<file path="src/rtl/sprite_layer_renderer_if.sv">
// Sprite ROM and palette bus between the renderer and its external memories.
// The renderer is the master: it drives the address, and the palette index follows the ROM data.
interface sprite_layer_renderer_if #(
  parameter int ADDR_W = 15,
  parameter int IDX_W  = 4
);
  logic [ADDR_W-1:0] rom_address;
  logic [IDX_W-1:0]  rom_q;
  logic [IDX_W-1:0]  pal_index;
  logic [3:0]        pal_red;
  logic [3:0]        pal_green;
  logic [3:0]        pal_blue;

  modport master (
    output rom_address,
    output pal_index,
    input  rom_q,
    input  pal_red,
    input  pal_green,
    input  pal_blue
  );

  modport slave (
    input  rom_address,
    input  pal_index,
    output rom_q,
    output pal_red,
    output pal_green,
    output pal_blue
  );
endinterface

</file>
<file path="src/rtl/sprite_layer_renderer.sv">
// Positioned, power-of-two scaled, animated sprite renderer with a fixed 3-cycle latency.
// Optional SPRITE_FLIP_EN adds a flip_h input that mirrors the sprite horizontally.
module sprite_layer_renderer #(
  parameter int SPR_W           = 70,
  parameter int SPR_H           = 70,
  parameter int FRAMES          = 4,
  parameter int SCALE_LOG2      = 0,
  parameter int ANIM_DIV        = 8,
  parameter int IDX_W           = 4,
  parameter int TRANSPARENT_IDX = 0,
  parameter int ADDR_W          = $clog2(FRAMES*SPR_W*SPR_H)
) (
  input  logic       vga_clk,
  input  logic       Reset,
  input  logic [9:0] DrawX,
  input  logic [9:0] DrawY,
  input  logic       blank,
  input  logic [9:0] pos_x,
  input  logic [9:0] pos_y,
  input  logic       anim_en,
`ifdef SPRITE_FLIP_EN
  input  logic       flip_h,
`endif
  sprite_layer_renderer_if.master mem,
  output logic [3:0] red,
  output logic [3:0] green,
  output logic [3:0] blue,
  output logic       opaque
);

  localparam int VW    = (ANIM_DIV > 1) ? $clog2(ANIM_DIV) : 1;
  localparam int FW    = (FRAMES > 1) ? $clog2(FRAMES) : 1;
  localparam int FPIX  = SPR_W * SPR_H;
  localparam int W_LIM = SPR_W << SCALE_LOG2;
  localparam int H_LIM = SPR_H << SCALE_LOG2;

  logic [9:0]        pos_x_q, pos_x_d;
  logic [9:0]        pos_y_q, pos_y_d;
  logic [VW-1:0]     vid_q, vid_d;
  logic [FW-1:0]     anim_q, anim_d;
  logic [ADDR_W-1:0] rom_address_q;
  logic              hit1_q, blank1_q;
  logic              hit2_q, blank2_q;
  logic [3:0]        red_q, green_q, blue_q;
  logic              opaque_q;
`ifdef SPRITE_FLIP_EN
  logic              flip_q, flip_d;
`endif

  logic              frame_start;
  logic signed [10:0] rel_x, rel_y;
  logic [31:0]       rx_u, ry_u, col, row, addr32;
  logic              hit;

  assign frame_start = (DrawX == 10'd0) && (DrawY == 10'd0);

  // Next-state values also feed stage 0, so pixel (0,0) already sees the new frame
  always_comb begin
    pos_x_d = pos_x_q;
    pos_y_d = pos_y_q;
    vid_d   = vid_q;
    anim_d  = anim_q;
`ifdef SPRITE_FLIP_EN
    flip_d  = flip_q;
`endif
    if (frame_start) begin
      pos_x_d = pos_x;
      pos_y_d = pos_y;
`ifdef SPRITE_FLIP_EN
      flip_d  = flip_h;
`endif
      if (anim_en) begin
        if (vid_q == VW'(ANIM_DIV-1)) begin
          vid_d  = '0;
          anim_d = (anim_q == FW'(FRAMES-1)) ? '0 : anim_q + 1'b1;
        end else begin
          vid_d  = vid_q + 1'b1;
        end
      end
    end
  end

  always_comb begin
    rel_x = $signed({1'b0, DrawX} - {1'b0, pos_x_d});
    rel_y = $signed({1'b0, DrawY} - {1'b0, pos_y_d});
    rx_u  = 32'(rel_x[9:0]);
    ry_u  = 32'(rel_y[9:0]);
    hit   = !rel_x[10] && (rx_u < 32'(W_LIM)) &&
            !rel_y[10] && (ry_u < 32'(H_LIM));
    col   = rx_u >> SCALE_LOG2;
    row   = ry_u >> SCALE_LOG2;
`ifdef SPRITE_FLIP_EN
    if (flip_d) col = 32'(SPR_W-1) - col;
`endif
    addr32 = 32'(anim_d) * 32'(FPIX) + row * 32'(SPR_W) + col;
  end

  always_ff @(posedge vga_clk) begin
    if (Reset) begin
      pos_x_q       <= '0;
      pos_y_q       <= '0;
      vid_q         <= '0;
      anim_q        <= '0;
      rom_address_q <= '0;
      hit1_q        <= 1'b0;
      blank1_q      <= 1'b0;
      hit2_q        <= 1'b0;
      blank2_q      <= 1'b0;
      red_q         <= '0;
      green_q       <= '0;
      blue_q        <= '0;
      opaque_q      <= 1'b0;
`ifdef SPRITE_FLIP_EN
      flip_q        <= 1'b0;
`endif
    end else begin
      pos_x_q       <= pos_x_d;
      pos_y_q       <= pos_y_d;
      vid_q         <= vid_d;
      anim_q        <= anim_d;
      rom_address_q <= hit ? addr32[ADDR_W-1:0] : '0;
      hit1_q        <= hit;
      blank1_q      <= blank;
      hit2_q        <= hit1_q;
      blank2_q      <= blank1_q;
`ifdef SPRITE_FLIP_EN
      flip_q        <= flip_d;
`endif
      if (blank2_q && hit2_q && (mem.rom_q != IDX_W'(TRANSPARENT_IDX))) begin
        red_q    <= mem.pal_red;
        green_q  <= mem.pal_green;
        blue_q   <= mem.pal_blue;
        opaque_q <= 1'b1;
      end else begin
        red_q    <= '0;
        green_q  <= '0;
        blue_q   <= '0;
        opaque_q <= 1'b0;
      end
    end
  end

  assign mem.rom_address = rom_address_q;
  assign mem.pal_index   = mem.rom_q;
  assign red             = red_q;
  assign green           = green_q;
  assign blue            = blue_q;
  assign opaque          = opaque_q;

endmodule

</file>
<file path="src/flat_wrapper.sv">
// flat-port wrapper written by rule: the top's interface ports become plain ports
module sprite_layer_renderer_flat 
#(
  parameter int SPR_W           = 70,
  parameter int SPR_H           = 70,
  parameter int FRAMES          = 4,
  parameter int SCALE_LOG2      = 0,
  parameter int ANIM_DIV        = 8,
  parameter int IDX_W           = 4,
  parameter int TRANSPARENT_IDX = 0,
  parameter int ADDR_W          = $clog2(FRAMES*SPR_W*SPR_H)
)
  (vga_clk, Reset, DrawX, DrawY, blank, pos_x, pos_y, anim_en, red, green, blue, opaque, mem_rom_address, mem_pal_index, mem_rom_q, mem_pal_red, mem_pal_green, mem_pal_blue);
  sprite_layer_renderer_if #(.ADDR_W(ADDR_W), .IDX_W(IDX_W)) mem_i ();
  input  logic vga_clk;
  input  logic Reset;
  input  logic [9:0] DrawX;
  input  logic [9:0] DrawY;
  input  logic blank;
  input  logic [9:0] pos_x;
  input  logic [9:0] pos_y;
  input  logic anim_en;
  output logic [3:0] red;
  output logic [3:0] green;
  output logic [3:0] blue;
  output logic opaque;
  output wire logic [$bits(mem_i.rom_address)-1:0] mem_rom_address;
  output wire logic [$bits(mem_i.pal_index)-1:0] mem_pal_index;
  input wire logic [$bits(mem_i.rom_q)-1:0] mem_rom_q;
  input wire logic [$bits(mem_i.pal_red)-1:0] mem_pal_red;
  input wire logic [$bits(mem_i.pal_green)-1:0] mem_pal_green;
  input wire logic [$bits(mem_i.pal_blue)-1:0] mem_pal_blue;
  assign mem_rom_address = mem_i.rom_address;
  assign mem_pal_index = mem_i.pal_index;
  assign mem_i.rom_q = mem_rom_q;
  assign mem_i.pal_red = mem_pal_red;
  assign mem_i.pal_green = mem_pal_green;
  assign mem_i.pal_blue = mem_pal_blue;
  sprite_layer_renderer #(.SPR_W(SPR_W), .SPR_H(SPR_H), .FRAMES(FRAMES), .SCALE_LOG2(SCALE_LOG2), .ANIM_DIV(ANIM_DIV), .IDX_W(IDX_W), .TRANSPARENT_IDX(TRANSPARENT_IDX), .ADDR_W(ADDR_W)) u_core (.vga_clk(vga_clk), .Reset(Reset), .DrawX(DrawX), .DrawY(DrawY), .blank(blank), .pos_x(pos_x), .pos_y(pos_y), .anim_en(anim_en), .mem(mem_i), .red(red), .green(green), .blue(blue), .opaque(opaque));
endmodule
</file>
<file path="config.mk">
export PLATFORM = sky130hd
export DESIGN_NAME = sprite_layer_renderer_flat
export DESIGN_NICKNAME = d
export VERILOG_FILES = /design/src/rtl/sprite_layer_renderer_if.sv /design/src/rtl/sprite_layer_renderer.sv /design/src/flat_wrapper.sv
export SDC_FILE = /design/constraint.sdc
export NUM_CORES = 1
export LEC_CHECK = 0
export CAP_MARGIN = 20
export CELL_PAD_IN_SITES_DETAIL_PLACEMENT = 1
export CELL_PAD_IN_SITES_GLOBAL_PLACEMENT = 2
export CORE_MARGIN = 4
export CORE_UTILIZATION = 32
export CTS_CLUSTER_DIAMETER = 40
export CTS_CLUSTER_SIZE = 30
export DETAILED_ROUTE_END_ITERATION = 16
export GPL_TIMING_DRIVEN = 1
export PLACE_DENSITY_LB_ADDON = 0.3
export SYNTH_ARGS = -nofsm -noshare
export SYNTH_HDL_FRONTEND = slang
export SYNTH_SLANG_ARGS = --single-unit
</file>
<file path="constraint.sdc">
create_clock -name vga_clk -period 11.6 [get_ports vga_clk]
set_input_delay 2.32 -clock vga_clk [delete_from_list [all_inputs] [get_ports vga_clk]]
set_output_delay 2.32 -clock vga_clk [all_outputs]
set_load 0.005 [all_outputs]
</file>
=== Word-level counts from Yosys, hierarchy flattened ===
Cells that the tools add are included.
W data, S select, Z words.

* Register bits: 57
* Bits of input ports: 60
* Output and inout port bits: 32
* Word-level logic and storage cells: 49

* $add $sub $neg: 6
* $mul: 2
* Magnitude comparators: 2
* Equal/unequal tests: 2
* Multiplexer cells: 8
* Bitwise logic cells: 2
* Reductions and logical operators: 14

{| class="wikitable"
|+ Operators by type and width
! operator !! number
|-
| $sub A10 B10 Y11 || 2
|-
| $logic_not A10 Y1 || 2
|-
| $lt A10 B7 Y1 const B || 2
|-
| $mux W10 || 2
|-
| $add A15 B10 Y15 || 1
|-
| $add A15 B15 Y15 || 1
|-
| $mul A10 B6 Y14 const B || 1
|-
| $mul A2 B11 Y13 const B || 1
|-
| $mux W2 || 4
|-
| $logic_and A1 B1 Y1 || 6
|-
| $reduce_bool A4 Y1 || 1
|-
| $reduce_or A2 Y1 || 2
|-
| $add A3 B1 Y3 const B || 1
|-
| $eq A3 B3 Y1 const B || 1
|-
| $mux W3 || 1
|-
| $add A2 B1 Y2 const B || 1
|-
| $eq A2 B2 Y1 const B || 1
|-
| $logic_not A1 Y1 || 2
|-
| $not A1 Y1 || 2
|-
| $reduce_and A2 Y1 || 1
|-
| $mux W1 || 1
|}

=== Logic depth before layout (Yosys ltp) ===
Gate-level depths: netlist (run 1).

* Depth after elaboration: 10
* Mapped depth: 37
* Gate-level depth less buffers: 36

=== Least setup slack after synthesis (run 1) ===
No wires, ideal clock.

* Path kind: input port to flip-flop
* Start: input port DrawY[4]
* End: register u_core.rom_address_q[14], in the netlist u_core.mem.rom_address[14]
* Setup time: 115 ps
* Arrival: 9230 ps
* Data required time: 11485 ps
* Setup slack: 2255 ps
* Cell stages on the path: 34
* Buffers on the path: 4
* Path through: buf_4 > nor4_4 > nand3_2 > nor2_4 > buf_1 > buf_1 > mux2i_1 > ha_1 > nand2_1 > nor3_1 > o32a_1 > o211ai_1 > nor4bb_1 > buf_2 > xor2_1 > ha_1 > inv_1 > fa_1 > inv_1 > ha_1 > a21o_1 > a21o_1 > xor2_1 > ha_1 > ha_1 > and2_1 > o21ai_0 > o31ai_1 > o21ai_0 > nand2b_1 > a21oi_1 > xnor2_1 > xnor2_1 > nor2_1

* Word-level cells in the longest chain between the ends: 10
* Elaborated cells between the ends (all ways): 20
* Those cells by class: add/sub (4); mul (2); order compare (2); mux (3); bitwise (1); reduce/logical (8)

{| class="wikitable"
|+ RTL lines
! element !! line !! text
|-
| start, declared || flat_wrapper.sv:18 || <nowiki>input logic [9:0] DrawY;</nowiki>
|-
| branches (longest 10 deep; another with $add A15 B15 Y15) || n/a ||
|-
| end signal, assigned || sprite_layer_renderer.sv:121 || <nowiki>rom_address_q <= hit ? addr32[ADDR_W-1:0] : '0;</nowiki>
|-
| end, declared || sprite_layer_renderer.sv:41 || <nowiki>logic [ADDR_W-1:0] rom_address_q;</nowiki>
|}

Several ways; the timed one is not identified.
A chain may end at the register's enable or synchronous reset.

=== Worst setup path in the final report (run 1) ===
* Start: input port DrawY[3]
* End: register u_core.rom_address_q[14], in the netlist u_core.mem.rom_address[14]

* Elaborated cells between the ends (all ways): 20
* Those cells by class: add/sub (4); mul (2); order compare (2); mux (3); bitwise (1); reduce/logical (8)

{| class="wikitable"
|+ RTL lines
! element !! line !! text
|-
| $logic_not A10 Y1 * || sprite_layer_renderer.sv:55 || <nowiki>assign frame_start = (DrawX == 10'd0) && (DrawY == 10'd0);</nowiki>
|-
| $logic_and A1 B1 Y1 * || sprite_layer_renderer.sv:55 ||
|-
| $mux W10 * || sprite_layer_renderer.sv:66 || <nowiki>if (frame_start) begin</nowiki>
|-
| net u_core.pos_y_d[0] || sprite_layer_renderer.sv:38 || <nowiki>logic [9:0] pos_y_q, pos_y_d;</nowiki>
|-
| $sub A10 B10 Y11 * || sprite_layer_renderer.sv:85 || <nowiki>rel_y = $signed({1'b0, DrawY} - {1'b0, pos_y_d});</nowiki>
|-
| branches (longest 5 deep; another with $add A15 B15 Y15) || n/a ||
|}

Mark *: on every way through the listed nets, which the timed path passes.

==> metrics.md, run 1 <==
| Metric | Value |
|---|---|
| Status | finished, final reports clean |
| Die Height | 130 um |
| RSZ-0062 raised after global routing | false |
| Routed vias | 3974 |
| Top_reg_cell synth | dfxtp_1 |
| Setup Viol. Count Final | 0 |
| Pins Over Slew Limit | 0 |
| Max Clock Skew | 0.0101 ns |
| RD Place Congestion | 0.864 |
| Leakage | 2.59 nW |
| Core Area | 0.0145 sq mm |
| First-pass GRT wire length | 20100 um |
| Fin crit share | 0.855 |
| IO buf count | 91 |
| Fillers | 1685 |
| I/O pin cnt | 92 |
| Net Sw Frac | 0.381 |
| Seq pwr share | 0.203 |
| Fmax | 0.101 GHz |
| Largest net degree at the start of global routing | 31 |
| Via-per-instance ratio | 4.99 |
| Yosys cell types | 73 |
| Ant. Diodes | 0 |
| Pint | 0.599 mW |
| H-tree levels | 3 |
| Max transition margin | 0.622 |
| FF+latch area | 0.00114 sq mm |
| Multi-input logic area | 0.00327 sq mm |
| Sequential-to-total area share from yosys stat | 0.241 |
| Worst Max-Slew Pin Slew | 0.553 ns |
| Layout area overhead | 29.4% |
| Worst-path fanout max | 11 |
| Setup crit end kind | register |
| Chip width | 130 um |
| Clock buffer depth | 2 |
| CP arrival | 10.13 ns |
| Design Area, Final | 0.00613 sq mm |
| CP max stage delay | 0.65 ns |
| Std cell rows | 44 |
| Clock share of power | 0.303 |
| GRT overflow | 0 |
| Vias in the first global route | 4066 |
| DR iter-0 viols | 104 |
| Synthesized area | 0.00474 sq mm |
| CTS Sinks | 57 |
| CTS tree | done |
| Combinational share of power | 0.495 |
| Hold_buf cts | 0 |
| Clock Pin Slew Worst Setup and Hold Paths | 0.06 ns |
| Worst skew pair latency | 0.34 ns |
| WP data required | 11.81 ns |
| Setup TNS | 0 ns |
| Hold Vio Cnt, Final | 0 |
| Most used cell, CP | ha_1 |
| Initial Utilization | 0.326 |
| Setup Buffers After CTS | 0 |
| DP Wirelength | 10500 um |
| Max_cap viols | 0 |
| Number of synthesis warnings | 0 |
| Area of placed instances | 0.00580 sq mm |
| Share of cells above drive strength 1 | 0.0946 |
| #FFs+latches synth | 57 |
| Number of flops mapped to enable cells by yosys | 0 |
| Post-Syn Area per Cell | 9.13 sq um |
| Clock Root Buffer | clkbuf_16 |
| P per Cell Area | 158 mW/mm^2 |
| Ranking of synthesized cells by area | dfxtp_1 (24%), ha_1 (18%), fa_1 (5.9%) |
| Ys async rst share | 0 |
| Residual DRC | 0 |
| Drt first pass iters | 4 |
| Worst setup SP type | input pin |
| DRT Wirelength | 12700 um |
| Top-area cell type share of the netlist area | 0.241 |
| Initial antenna violation count | 0 |
| Critical path's slowest cell | clkdlybuf4s50_1 |
| Post-cts sizing count | 0 |
| Post-synth top area cell | dfxtp_1 |
| WS Path Type | in -> reg |
| Final worst path period need | 9.91 ns |
| Final #Nets | 750 |
| Worst vdd ir | 0.0891 mV |
| Die ar. | 0.0168 sq mm |
| Synth Instances | 519 |
| GRT Util Overall | 0.153 |
| Hold Path Class | reg -> reg |
| Sw Pwr | 0.369 mW |
| Post-route ant nets | 0 |
| Syn Nets | 661 |
| DR WL/cell | 15.9 um |
| Final Core Density | 0.422 |
| CTS Buf Count | 9 |
## registers in the layout, summed over array words and instances, names as in the netlist
signal	cells
u_core.vid_q	3
u_core.anim_q	2
u_core.opaque	1
u_core.pos_x_q	10
u_core.red	4
u_core.hit2_q	1
u_core.pos_y_q	10
u_core.blank2_q	1
u_core.blank1_q	1
u_core.hit1_q	1
u_core.mem.rom_address	15
u_core.blue	4
u_core.green	4
## per-layer routing
layer,GRT usage,part of all wire
met1,0.187,0.44
met2,0.270,0.50
met3,0.0307,0.042
met4,0.0483,0.015
met5,0,0
## per-stage QoR
stage,worst slack [ns],instances,hold WS [ns],power [mW]
after floorplan,2.26,519,0.414,0.577
after global placement,1.57,780,0.429,0.679
after detailed placement,1.41,780,0.428,0.684
after CTS,1.72,796,0.450,0.989
after global routing,1.27,797,0.473,1.06
final,1.69,797,0.441,0.968
## kinds of logic (layout without fill, tap and decap cells)
family / after synthesis / in the layout / share of synthesized area
xor gates and xnor gates: 36 / 36 / 0.0705
and+or+nand+nor: 154 / 154 / 0.186
DFF: 57 / 57 / 0.241
adders and majority gates: 84 / 84 / 0.243
buffers and inverters: 76 / 170 / 0.0697
muxes: 19 / 19 / 0.0412
AOI/OAI and AO/OA: 93 / 93 / 0.149
## cells in the final DEF, fill, tap and decap left out, drive strengths merged, types with 4 or more instances in the layout
cell type and count:
nor2b 14, fa 14, ha 68, nand2 17, nand3 9, clkdlybuf4s50 91, mux2 4, nor4 8
nor2 52, and2 14, nor3 14, dfxtp 57, o21ai 13, or3 5, o21bai 5, inv 59
a21o 9, nand2b 6, clkbuf 10, xor2 15, o21a 7, buf 4, nand4 5, a21oi 23
xnor2 21, mux2i 15, a2111oi 5
## synth_stat cells (all sizes together), types with 3 or more instances
cell type,n
nand4,5
a2111oi,5
buf,11
nor4,8
dfxtp,57
nor2b,14
mux2,4
nand3,9
nor3,14
o21bai,5
fa,14
a211oi,3
nand2b,6
a21o,9
mux2i,15
xnor2,21
nor2,52
o211ai,3
o21ai,13
or3,5
o31a,3
clkbuf,7
ha,68
o21a,7
nand2,17
inv,58
a21oi,23
xor2,15
and2,14
## area by class of cell
cell class                      count  area share
Sequential cell                    57       0.186
Inverter                           58      0.0355
Tap cell                          184      0.0375
Clock inverter                      7      0.0167
Timing Repair Buffer               96       0.155
Clock buffer                        9      0.0367
Multi-Input combinational cell    386       0.533
## critical path: cells and delay by family
kind,cells,cell delay (ns)
XOR/XNOR,5,0.91
AND/OR/NAND/NOR,7,1.54
buffers and inverters,5,0.90
AO/OA/AOI/OAI,8,1.85
adder cells (fa/ha/maj),7,2.24
multiplexers,1,0.36
## worst paths after layout
kind                                         from                          to  slack [ns]  cells past startpoint
worst max-delay path                     DrawY[3]  u_core.mem.rom_address[14]        1.69                     33
worst min-delay path                u_core.hit1_q               u_core.hit2_q        0.44                      1
worst max register to register  u_core.pos_y_q[1]  u_core.mem.rom_address[14]        4.90                     29
worst min register to register      u_core.hit1_q               u_core.hit2_q        0.44                      1
## power by group through the flow
stage	clock network (mW)	registers, mW	logic, mW
final	0.293	0.196	0.479
after global placement	0	0.201	0.478
after global routing	0.313	0.196	0.548
after floorplan	0	0.201	0.376
after detailed placement	0	0.201	0.483
after CTS	0.303	0.196	0.489
No activity file was read; power rests on OpenSTA's default activity.
==> run 2: changes to the inputs <==
--- a/config.mk
+++ b/config.mk
@@ -5,11 +5,12 @@
 export SDC_FILE = /design/constraint.sdc
 export NUM_CORES = 1
 export LEC_CHECK = 0
-export CAP_MARGIN = 20
+export CAP_MARGIN = 15
 export CELL_PAD_IN_SITES_DETAIL_PLACEMENT = 1
 export CELL_PAD_IN_SITES_GLOBAL_PLACEMENT = 2
-export CORE_MARGIN = 4
-export CORE_UTILIZATION = 32
+export CORE_MARGIN = 3
+export CORE_UTILIZATION = 33
+export CTS_BUF_LIST = sky130_fd_sc_hd__clkbuf_4
 export CTS_CLUSTER_DIAMETER = 40
 export CTS_CLUSTER_SIZE = 30
 export DETAILED_ROUTE_END_ITERATION = 16
==> metrics.md, run 2 (synthesis gave the netlist of run 1 again) <==
| Metric | Value |
|---|---|
| Sw Pwr | 0.353 mW |
| CTS tree | done |
| Std cell rows | 43 |
| Max Clock Skew | 0.0157 ns |
| WS Path Type | in -> reg |
| Hold Vio Cnt, Final | 0 |
| Chip width | 126 um |
| Hold depth | 1 |
| Die ar. | 0.0158 sq mm |
| Hold_buf cts | 0 |
| Worst setup SP type | input pin |
| CTS Buf Count | 9 |
| Combinational share of power | 0.561 |
| Layout area overhead | 25.9% |
| Final worst path period need | 9.83 ns |
| CP max stage delay | 0.61 ns |
| Max reg flops | 15 |
| GRT Util Overall | 0.161 |
| Fmax | 0.102 GHz |
| RSZ-0062 raised after global routing | false |
| Max transition margin | 0.318 |
| Initial antenna violation count | 1 |
| Worst skew pair latency | 0.44 ns |
| H-tree levels | 3 |
| Final setup margin | 1.77 ns |
| Core Area | 0.0140 sq mm |
| Leakage | 2.52 nW |
| Setup crit end kind | register |
| Residual DRC | 0 |
| CP arrival | 10.16 ns |
| DR WL/cell | 15.8 um |
| Final #Nets | 749 |
| Setup Viol. Count Final | 0 |
| Clock Root Buffer | clkbuf_4 |
| DP Wirelength | 10400 um |
| I/O pin cnt | 92 |
| Via-per-instance ratio | 5.03 |
| Clock buffer depth | 2 |
| First-pass GRT wire length | 20700 um |
| Hold Path Class | reg -> reg |
| WP data required | 11.93 ns |
| DR iter-0 viols | 122 |
| P per Cell Area | 143 mW/mm^2 |
| Number of cells on the worst reg-to-reg path | 29 |
| DRT Wirelength | 12500 um |
| Status | finished, final reports clean |
| RD Place Congestion | 0.809 |
| Max_cap viols | 0 |
| Worst Max-Slew Pin Slew | 1.02 ns |
| Area of placed instances | 0.00579 sq mm |
| Post-cts sizing count | 0 |
| Pins Over Slew Limit | 0 |
| Clock share of power | 0.209 |
| Net Sw Frac | 0.414 |
| Hold slack | 0.455 ns |
| CTS Sinks | 57 |
| Share of cells above drive strength 1 | 0.0931 |
| Initial Utilization | 0.339 |
| Worst vdd ir | 0.102 mV |
| Die Height | 126 um |
| Most frequent cells in the layout | clkdlybuf4s50_1 (91), ha_1 (68), inv_1 (57), dfxtp_1 (57), nor2_1 (42) |
| Worst slack at placement | 1.39 ns |
| Clock Pin Slew Worst Setup and Hold Paths | 0.12 ns |
| Seq pwr share | 0.230 |
| Largest net degree at the start of global routing | 31 |
| Fin crit share | 0.848 |
| Drt first pass iters | 4 |
| Critical path's slowest cell | clkdlybuf4s50_1 |
| Fillers | 1670 |
| Most used cell, CP | ha_1 |
| IO buf count | 91 |
| Pint | 0.500 mW |
| Worst-path fanout max | 8 |
| Vias in the first global route | 4161 |
| Post-route ant nets | 0 |
| Setup TNS | 0 ns |
| Most common cell after layout, fill and taps aside | clkdlybuf4s50_1 |
| Routed vias | 3992 |
| Setup Buffers After CTS | 0 |
| GRT overflow | 0 |
| Design Area, Final | 0.00597 sq mm |
## run 2: per-stage QoR
step | utilization | total power [mW] | cells
after global routing | 0.427 | 0.936 | 793
after global placement | 0.414 | 0.678 | 776
after detailed placement | 0.414 | 0.680 | 776
after floorplan | - | 0.577 | 519
after CTS | 0.426 | 0.870 | 792
final | 0.427 | 0.853 | 793
## run 2: layout make-up
class                   instances  area, sq um  area share
well taps                     180          225      0.0377
repair buffers                 95          941       0.158
clock inverters                 7          103      0.0172
clock buffers                   9         67.6      0.0113
diodes                          1         2.50    0.000419
multi-input cells             386         3270       0.548
inverters                      58          218      0.0365
flip-flops and latches         57         1140       0.191
## run 2: per-layer routing
metal	GRT usage	vias to the layer above	share of wire
met2	0.287	80	0.51
met4	0.0467	0	0.013
met1	0.190	1930	0.43
met5	0	-	0
li1	-	1972	-
met3	0.0424	10	0.048
## run 2: path summary, 6_finish.rpt
kind,from,endpoint,slack (ns)
max,DrawY[4],u_core.mem.rom_address[14],1.77
min,u_core.blank1_q,u_core.blank2_q,0.46
max reg2reg,u_core.pos_y_q[0],u_core.mem.rom_address[14],4.88
min reg2reg,u_core.blank1_q,u_core.blank2_q,0.46
## run 2: critical path, delay by kind of cell
family | cells | cell delay (ns)
xor gates and xnor gates | 5 | 0.92
adders and majority gates | 7 | 2.26
and+or+nand+nor | 7 | 1.53
buffers and inverters | 5 | 0.87
muxes | 1 | 0.36
AOI/OAI and AO/OA | 8 | 1.86
## run 2: power groups by stage
stage	clock network [mW]	registers [mW]	logic [mW]
final	0.178	0.196	0.479
after global placement	0	0.201	0.477
after detailed placement	0	0.201	0.479
after CTS	0.186	0.196	0.487
after global routing	0.195	0.196	0.545
after floorplan	0	0.201	0.376
==> run 3: changes to the inputs <==
==> constraint.sdc (replaced) <==
create_clock -name vga_clk -period 9.95 [get_ports vga_clk]
set_input_delay 1.99 -clock vga_clk [delete_from_list [all_inputs] [get_ports vga_clk]]
set_output_delay 1.99 -clock vga_clk [all_outputs]
set_load 0.005 [all_outputs]
==> metrics.md, run 3 (synthesis gave the netlist of run 1 again) <==
| Metric | Value |
|---|---|
| Routed vias | 3982 |
| Setup Viol. Count Final | 0 |
| WS Path Type | in -> reg |
| Status | finished, final reports clean |
| Residual DRC | 0 |
| Cell count along the critical path | 34 |
| CP max stage delay | 0.59 ns |
| Fmax | 0.108 GHz |
| Pins Over Slew Limit | 0 |
| Worst setup SP type | input pin |
| Max_cap viols | 0 |
| Max Clock Skew | 0.0147 ns |
| DR iter-0 viols | 103 |
| GRT overflow | 0 |
| WP data required | 10.26 ns |
| CTS Sinks | 57 |
| First-pass GRT wire length | 20200 um |
| Setup crit end kind | register |
| Worst skew pair latency | 0.42 ns |
| Post-route ant nets | 0 |
| DR WL/cell | 15.5 um |
| Worst-path fanout max | 8 |
| Setup TNS | 0 ns |
| Die Height | 126 um |
| Most common cell after layout, fill and taps aside | clkdlybuf4s50_1 |
| P per Cell Area | 164 mW/mm^2 |
| Largest net degree at the start of global routing | 31 |
| Placed Cells | 780 |
| Fin cells | 797 |
| GRT Util Overall | 0.157 |
| Most used cell, CP | ha_1 |
| Reg-to-Reg Start | u_core.pos_y_q[1] |
| Worst Max-Slew Pin Slew | 0.963 ns |
| RD Place Congestion | 0.832 |
| Drt first pass iters | 4 |
| Hold_buf cts | 0 |
| Setup Buffers After CTS | 0 |
| Core Area | 0.0140 sq mm |
| Worst vdd ir | 0.0960 mV |
| Max reg flops | 15 |
| Hold Vio Cnt, Final | 0 |
| Fillers | 1641 |
| Via-per-instance ratio | 5.00 |
| Reg2reg end | u_core.mem.rom_address[14] |
| Share of cells above drive strength 1 | 0.0974 |
| Buf+Inv Stages, Crit Path | 5 |
| Crit path to | u_core.mem.rom_address[14] |
| Final #Nets | 753 |
| Clock Root Buffer | clkbuf_4 |
| Initial Utilization | 0.339 |
| Number of cells on the worst reg-to-reg path | 30 |
| Initial antenna violation count | 1 |
| Max transition margin | 0.353 |
| Clock buffer depth | 2 |
| Vias in the first global route | 4104 |
| DP Wirelength | 10100 um |
| Post-cts sizing count | 0 |
| Critical path's slowest cell | clkdlybuf4s50_1 |
| IO buf count | 91 |
| Clock Pin Slew Worst Setup and Hold Paths | 0.11 ns |
| Crit-path leading delay family | adder cells |
| Fin crit share | 0.931 |
| Die ar. | 0.0158 sq mm |
| Leakage | 2.54 nW |
| Layout area overhead | 26.2% |
| Chip width | 126 um |
| I/O pin cnt | 92 |
| Multi-input logic area | 0.00327 sq mm |
| DRT Wirelength | 12400 um |
| Hold Path Class | reg -> reg |
| FF+latch area | 0.00114 sq mm |
| CTS tree | done |
| Reg2reg setup slack | 3.40 ns |
| Std cell rows | 43 |
| CTS Buf Count | 9 |
| CP arrival | 9.57 ns |
| Most frequent cells in the layout | clkdlybuf4s50_1 (91), ha_1 (68), inv_1 (57), dfxtp_1 (57), nor2_1 (42) |
| Crit. Startpoint | DrawY[4] |
| H-tree levels | 3 |
| Hold slack | 0.455 ns |
| RSZ-0062 raised after global routing | false |
| Final worst path period need | 9.26 ns |
[run 3: power breakdown]
group | switching, mW | internal (mW) | leakage [nW]
sequential | 0.000138 | 0.229 | 0.459
clock | 0.0928 | 0.103 | 0.0878
combinational | 0.305 | 0.250 | 1.99
total | 0.398 | 0.582 | 2.54
[run 3: worst min-delay path by stage]
stage | startpoint | end | slack (ns) | cells after the start
2_1_floorplan | u_core.blank1_q | u_core.blank2_q | 0.41 | 1
3_3_place_gp | u_core.hit1_q | u_core.hit2_q | 0.43 | 1
3_5_place_dp | u_core.blank1_q | u_core.blank2_q | 0.44 | 1
4_1_cts | u_core.hit1_q | u_core.hit2_q | 0.46 | 1
5_1_grt | u_core.hit1_q | u_core.hit2_q | 0.47 | 1
6_report | u_core.hit1_q | u_core.hit2_q | 0.45 | 1
[run 3: layer usage]
metal  up-vias  global-route usage  routed length, um  part of all wire
met3        13              0.0322                617             0.050
met5         -                   0                  0                 0
met4         0              0.0492                191             0.015
li1       1985                   -                  -                 -
met1      1902               0.188               5310              0.43
met2        82               0.282               6230              0.50
[run 3: cell type report]
type | count | share of cell area
timing repair buffer | 99 | 0.162
multi-input combinational | 386 | 0.546
antenna | 1 | 0.000418
sequential | 57 | 0.191
clock inverter | 6 | 0.0138
inverter | 58 | 0.0364
clock buffer | 10 | 0.0125
tap | 180 | 0.0376
[run 3: through the flow]
stage | util | power, mW | setup WS, ns | cell area (sq um)
6_report | 0.428 | 0.980 | 0.689 | 5980
5_1_grt | 0.428 | 1.08 | 0.143 | 5980
4_1_cts | 0.428 | 1.00 | 0.706 | 5980
3_5_place_dp | 0.416 | 0.794 | 0.253 | 5820
3_3_place_gp | 0.416 | 0.790 | 0.461 | 5820
2_1_floorplan | - | 0.673 | 0.935 | 4740
